<file path="config.mk">
export PLATFORM = sky130hd
export DESIGN_NAME = ifetch_queue_flat
export DESIGN_NICKNAME = d
export VERILOG_FILES = /design/src/rtl/ifetch_queue_if.sv /design/src/rtl/ifetch_queue.sv /design/src/flat_wrapper.sv
export SDC_FILE = /design/constraint.sdc
export NUM_CORES = 1
export LEC_CHECK = 0
export CAP_MARGIN = 0
export CELL_PAD_IN_SITES_DETAIL_PLACEMENT = 0
export CELL_PAD_IN_SITES_GLOBAL_PLACEMENT = 1
export CORE_ASPECT_RATIO = 1.25
export CORE_MARGIN = 2
export CORE_UTILIZATION = 30
export CTS_BUF_LIST = sky130_fd_sc_hd__clkbuf_8
export DETAILED_ROUTE_END_ITERATION = 16
export PLACE_DENSITY = 0.59
export SYNTH_ARGS = -nofsm -noshare
export SYNTH_HDL_FRONTEND = slang
export SYNTH_SLANG_ARGS = --single-unit
export TNS_END_PERCENT = 50
</file>
<file path="constraint.sdc">
create_clock -name clk -period 10 [get_ports clk]
set_clock_uncertainty 0.2 [all_clocks]
set_input_delay 3 -clock clk [delete_from_list [all_inputs] [get_ports clk]]
set_output_delay 3 -clock clk [all_outputs]
set_load 0.02 [all_outputs]
</file>
<file path="src/rtl/ifetch_queue_if.sv">
// Fetch-unit bundle: redirect from branch logic, instruction-memory request/response,
// and the decode-side valid/ready instruction stream.
interface ifetch_queue_if;
   logic        redirect;
   logic [31:0] redirect_pc;
   logic        mem_req;
   logic [31:0] mem_addr;
   logic        mem_gnt;
   logic        mem_rvalid;
   logic [31:0] mem_rdata;
   logic        inst_valid;
   logic        inst_ready;
   logic [31:0] inst;
   logic [31:0] inst_pc;

   modport master (
      input  redirect, redirect_pc, mem_gnt, mem_rvalid, mem_rdata, inst_ready,
      output mem_req, mem_addr, inst_valid, inst, inst_pc
   );

   modport slave (
      output redirect, redirect_pc, mem_gnt, mem_rvalid, mem_rdata, inst_ready,
      input  mem_req, mem_addr, inst_valid, inst, inst_pc
   );
endinterface

</file>
<file path="src/rtl/ifetch_queue.sv">
// Sequential instruction fetch with credit-limited requests, a PC-tagged FIFO to decode,
// and redirect handling that flushes the FIFO and drops responses still in flight.
module ifetch_queue #(
   parameter int unsigned DEPTH    = 4,
   parameter logic [31:0] RESET_PC = 32'h00400020
) (
   input  logic          clk,
   input  logic          reset,
   ifetch_queue_if.master bus
);
   localparam int unsigned AW = $clog2(DEPTH);
   localparam int unsigned CW = AW + 1;

   localparam logic [1:0] ST_BOOT  = 2'd0;
   localparam logic [1:0] ST_RUN   = 2'd1;
   localparam logic [1:0] ST_FLUSH = 2'd2;

   logic [1:0]    state_q, state_d;
   logic [31:0]   fetch_pc_q, fetch_pc_d;
   logic [31:0]   resp_pc_q, resp_pc_d;
   logic [CW-1:0] cnt_q, cnt_d;
   logic [CW-1:0] outst_q, outst_d;
   logic [CW-1:0] drop_q, drop_d;
   logic [AW-1:0] wr_ptr_q, wr_ptr_d;
   logic [AW-1:0] rd_ptr_q, rd_ptr_d;

   logic [31:0]   pc_mem   [DEPTH];
   logic [31:0]   inst_mem [DEPTH];

   logic [31:0]   target_pc;
   logic [CW:0]   credit_used;
   logic          req;
   logic          grant;
   logic          push;
   logic          pop;
   logic          unused_pc_lsb;

   assign target_pc     = {bus.redirect_pc[31:2], 2'b00};
   assign unused_pc_lsb = ^bus.redirect_pc[1:0];

   // Credits cover entries held plus live (non-dropped) requests, so a response always fits.
   assign credit_used = {1'b0, cnt_q} + {1'b0, outst_q - drop_q};

   assign req   = !reset && (state_q != ST_BOOT) && !bus.redirect
                  && (credit_used < (CW + 1)'(DEPTH));
   assign grant = req && bus.mem_gnt;
   assign push  = bus.mem_rvalid && (drop_q == '0) && !bus.redirect;
   assign pop   = (cnt_q != '0) && bus.inst_ready && !bus.redirect;

   always_comb begin
      fetch_pc_d = fetch_pc_q;
      resp_pc_d  = resp_pc_q;
      cnt_d      = cnt_q + CW'(push) - CW'(pop);
      outst_d    = outst_q + CW'(grant) - CW'(bus.mem_rvalid);
      drop_d     = drop_q;
      wr_ptr_d   = push ? wr_ptr_q + AW'(1) : wr_ptr_q;
      rd_ptr_d   = pop  ? rd_ptr_q + AW'(1) : rd_ptr_q;

      if (grant) begin
         fetch_pc_d = fetch_pc_q + 32'd4;
      end
      if (push) begin
         resp_pc_d = resp_pc_q + 32'd4;
      end
      if (bus.mem_rvalid && (drop_q != '0)) begin
         drop_d = drop_q - CW'(1);
      end

      if (bus.redirect) begin
         fetch_pc_d = target_pc;
         resp_pc_d  = target_pc;
         cnt_d      = '0;
         wr_ptr_d   = '0;
         rd_ptr_d   = '0;
         drop_d     = outst_q - CW'(bus.mem_rvalid);
      end

      state_d = (drop_d != '0) ? ST_FLUSH : ST_RUN;
   end

   always_ff @(posedge clk) begin
      if (reset) begin
         state_q    <= ST_BOOT;
         fetch_pc_q <= RESET_PC;
         resp_pc_q  <= RESET_PC;
         cnt_q      <= '0;
         outst_q    <= '0;
         drop_q     <= '0;
         wr_ptr_q   <= '0;
         rd_ptr_q   <= '0;
      end else begin
         state_q    <= state_d;
         fetch_pc_q <= fetch_pc_d;
         resp_pc_q  <= resp_pc_d;
         cnt_q      <= cnt_d;
         outst_q    <= outst_d;
         drop_q     <= drop_d;
         wr_ptr_q   <= wr_ptr_d;
         rd_ptr_q   <= rd_ptr_d;
      end
   end

   always_ff @(posedge clk) begin
      if (push && !reset) begin
         pc_mem[wr_ptr_q]   <= resp_pc_q;
         inst_mem[wr_ptr_q] <= bus.mem_rdata;
      end
   end

   assign bus.mem_req    = req;
   assign bus.mem_addr   = fetch_pc_q;
   assign bus.inst_valid = (cnt_q != '0);
   assign bus.inst       = (cnt_q != '0) ? inst_mem[rd_ptr_q] : '0;
   assign bus.inst_pc    = (cnt_q != '0) ? pc_mem[rd_ptr_q]   : '0;
endmodule

</file>
<file path="src/flat_wrapper.sv">
// flat-port wrapper written by rule: the top's interface ports become plain ports
module ifetch_queue_flat 
#(
   parameter int unsigned DEPTH    = 4,
   parameter logic [31:0] RESET_PC = 32'h00400020
)
  (clk, reset, bus_redirect, bus_redirect_pc, bus_mem_gnt, bus_mem_rvalid, bus_mem_rdata, bus_inst_ready, bus_mem_req, bus_mem_addr, bus_inst_valid, bus_inst, bus_inst_pc);
  ifetch_queue_if bus_i ();
  input  logic clk;
  input  logic reset;
  input wire logic [$bits(bus_i.redirect)-1:0] bus_redirect;
  input wire logic [$bits(bus_i.redirect_pc)-1:0] bus_redirect_pc;
  input wire logic [$bits(bus_i.mem_gnt)-1:0] bus_mem_gnt;
  input wire logic [$bits(bus_i.mem_rvalid)-1:0] bus_mem_rvalid;
  input wire logic [$bits(bus_i.mem_rdata)-1:0] bus_mem_rdata;
  input wire logic [$bits(bus_i.inst_ready)-1:0] bus_inst_ready;
  output wire logic [$bits(bus_i.mem_req)-1:0] bus_mem_req;
  output wire logic [$bits(bus_i.mem_addr)-1:0] bus_mem_addr;
  output wire logic [$bits(bus_i.inst_valid)-1:0] bus_inst_valid;
  output wire logic [$bits(bus_i.inst)-1:0] bus_inst;
  output wire logic [$bits(bus_i.inst_pc)-1:0] bus_inst_pc;
  assign bus_i.redirect = bus_redirect;
  assign bus_i.redirect_pc = bus_redirect_pc;
  assign bus_i.mem_gnt = bus_mem_gnt;
  assign bus_i.mem_rvalid = bus_mem_rvalid;
  assign bus_i.mem_rdata = bus_mem_rdata;
  assign bus_i.inst_ready = bus_inst_ready;
  assign bus_mem_req = bus_i.mem_req;
  assign bus_mem_addr = bus_i.mem_addr;
  assign bus_inst_valid = bus_i.inst_valid;
  assign bus_inst = bus_i.inst;
  assign bus_inst_pc = bus_i.inst_pc;
  ifetch_queue #(.DEPTH(DEPTH), .RESET_PC(RESET_PC)) u_core (.clk(clk), .reset(reset), .bus(bus_i));
endmodule
</file>
==> out/results.tsv <==
stage	metric	value	unit
pwr	peak supply drop	0.0702	mV
timing	final slew viol count	0	
worst_hold_path	worst hold path class	flip-flop to flip-flop	
worst_hold_path	hold endpoint	u_core.bus.mem_addr[22]$_SDFFE_PP1P_	
finish	filler instances	4353	
timing	setup repair after global routing missed its margin	no	
setup_path	Worst setup EP type	primary output	
timing	Final Hold Viols	0	
setup_path	Worst EP arrival	4.91	ns
global_route	GR Overflow Total	0	
clocking	# hold bufs at CTS	0	
setup_path	Reg2Reg Depth	15	
placement	port buffer count	161	
timing	Final setup viols	0	
clocking	CTS tree	built	
routing	DRT Pass-1 Iters	4	
setup_path	Crit Path Class	primary input to primary output	
finish	# diodes	0	
routing	total wire length	33300	um
setup_path	Startpoint Class	primary input	
routing	DR vias/cell	4.86	
timing	fmax	123	MHz
routing	Residual DRC	0	
routing	Vias	8376	
setup_path	RR Endpoint	u_core.outst_q[1]$_SDFF_PP0_	
floorplanning	DIE HEIGHT	243	um
global_route	first-pass GRT wire length	51500	um
worst_hold_path	hold wc startpoint	u_core.bus.mem_addr[22]$_SDFFE_PP1P_	
clocking	CTS buffer count	53	
pwr	pwr/cell area	170	nW/um2
setup_path	origin of the critical flop-to-flop path	u_core.outst_q[0]$_SDFF_PP0_	
floorplanning	Die Wd	196	um
synth	asr flop ratio synth	0	
global_route	vias in the first global route	8699	
floorplanning	core area	45200	um2
pwr	Leakage	5.46	nW
worst_hold_path	cell count of the worst hold path	2	
timing	Least-Margin Pin Slew	1.01	ns
synth	number of synthesized flops with an enable pin	248	
timing	period utilisation layout	0.811	
synth	distinct cell type count after synthesis	65	
synth	Mapped Area	13800	um2
global_route	largest net degree at the start of global routing	71	
pwr	total power	0.00289	W
clocking	later-pin clock latency in the skew report	0.59	ns
floorplanning	IO Pins	168	
routing	Routed Antenna Nets	0	
placement	Area after DPL	16000	um2
synth	post-synthesis register bit count	325	
setup_path	CP max FO	13	
timing	Slew headroom	0.328	
clocking	clock-pin slew on the worst setup and hold paths	0.06	ns
synth	synth warn	0	
timing	min cycle time layout	8.11	ns
synth	Syn Inst Count	926	
global_route	number of antenna violations at the first check in global routing	0	
clocking	Clock Path Buffers	3	
setup_path	reg2reg setup slack	5.79	ns
synth	Main synth FF type	edfxtp_1	
finish	Nets	1194	
clocking	Root Driver	clkbuf_8	
placement	DP HPWL	20300	um
floorplanning	Initial Util	0.305	
routing	Initial DRC Count	459	
synth	sequential-to-total area share from yosys stat	0.653	
setup_path	Worst Path Required	6.80	ns
finish	layout cells sized above 1	0.145	
status	status	completed	
floorplanning	die area	47600	um2
run	max-capacitance violation count	0	
floorplanning	standard-cell rows	87	
clocking	Post-CTS Resized	0	
global_route	All-Layer GR Usage	0.140	
clocking	Setup Fix Bufs, Post-CTS	0	
finish	final instance area	17000	um2
placement	Final Wtd Congestion	0.719	
synth	mean post-synth cell area	14.9	um2
clocking	H-Tree Depth	2	
finish	Area Growth Syn to Fin	23.4	%
timing	setup_tns	0	ns
routing	WL/cell	19.3	um
clocking	clock sinks	325	
flip-flops by register name (all words and copies together), names as in the netlist, named ones only:
name	count
u_core.pc_mem	120
u_core.inst_mem	128
u_core.wr_ptr_q	2
u_core.resp_pc_q	30
u_core.cnt_q	3
u_core.outst_q	3
u_core.state_q	2
u_core.drop_q	3
u_core.rd_ptr_q	2
u_core.bus.mem_addr	30
cell families (layout without fill, tap and decap cells):
group	Yosys count	after routing	synth area share
compound gates	116	116	0.0588
xor+xnor	41	41	0.0261
fa+ha+maj	20	20	0.0198
buf+inv	80	296	0.0247
flops	325	325	0.653
mux	64	64	0.103
other cells	1	4	0.000272
simple gates	279	279	0.114
per-layer routing:
metal | GRT usage | routed length, um
met4 | 0.0413 | 719
met2 | 0.236 | 16300
met5 | 0 | 0
met3 | 0.0285 | 1730
met1 | 0.182 | 14600
critical path, stage by stage:
cell	delay, ns
clkdlybuf4s50_1	0.51
nor2_4	0.20
o2111ai_4	0.24
inv_2	0.29
clkdlybuf4s50_1	0.66
power by group:
group	internal, W	leakage [nW]	switching (W)	total (W)
Clock	0.000591	0.600	0.000519	0.00111
Sequential	0.00149	2.89	0.0000410	0.00153
Combinational	0.000118	1.97	0.000135	0.000252
worst max path at each step:
| stage | startpoint | end | slack (ns) | depth (start not counted) |
|---|---|---|---|---|
| 2_1_floorplan | reset | bus_mem_req | 3.14 | 4 |
| 3_3_place_gp | bus_redirect | bus_mem_req | 1.84 | 5 |
| 3_5_place_dp | bus_redirect | bus_mem_req | 1.84 | 5 |
| 4_1_cts | bus_redirect | bus_mem_req | 1.83 | 5 |
| 5_1_grt | bus_redirect | bus_mem_req | 1.78 | 5 |
| 6_report | bus_redirect | bus_mem_req | 1.89 | 5 |
cells in the final DEF, fill, tap and decap left out, types with 10 or more instances in the layout:
master,n
and3_1,12
clkbuf_8,59
mux4_2,62
xnor2_1,25
edfxtp_1,248
o21ai_0,17
a211oi_1,10
nand4_1,19
nor2b_1,64
xor2_1,16
dfxtp_1,75
clkdlybuf4s50_1,160
a21oi_1,17
inv_1,45
nand3_1,20
a31oi_1,17
o21a_1,10
buf_4,11
a21boi_0,14
nor2_1,35
ha_1,17
nor3_1,16
nand2_1,49
cells in the mapped netlist (19+ instances only):
| cell type | instances | area (um2) |
|---|---|---|
| xnor2_1 | 25 | 219 |
| clkbuf_1 | 29 | 109 |
| nand4_1 | 19 | 119 |
| edfxtp_1 | 248 | 7450 |
| nor2_1 | 35 | 131 |
| dfxtp_1 | 77 | 1540 |
| mux4_2 | 62 | 1400 |
| nand2_1 | 49 | 184 |
| inv_1 | 26 | 97.6 |
| nand3_1 | 20 | 100 |
| nor2b_1 | 64 | 400 |
stage by stage:
step,util,cells,hold slack (ns),worst slack [ns]
2_1_floorplan,-,929,0.280,3.14
3_3_place_gp,0.353,1627,0.308,1.84
3_5_place_dp,0.353,1627,0.309,1.84
4_1_cts,0.376,1723,0.317,1.83
5_1_grt,0.376,1723,0.351,1.78
6_report,0.376,1723,0.323,1.89
final cells by class:
type                            count  area (um2)  area share
Sequential cell                   325        8990       0.529
Multi-Input combinational cell    524        4460       0.262
Timing Repair Buffer              172        1690      0.0994
Clock buffer                       59         812      0.0478
Tap cell                          578         723      0.0426
Clock inverter                     37         206      0.0122
Inverter                           28         105     0.00619
Note: power is estimated with default switching activity, not from simulation.
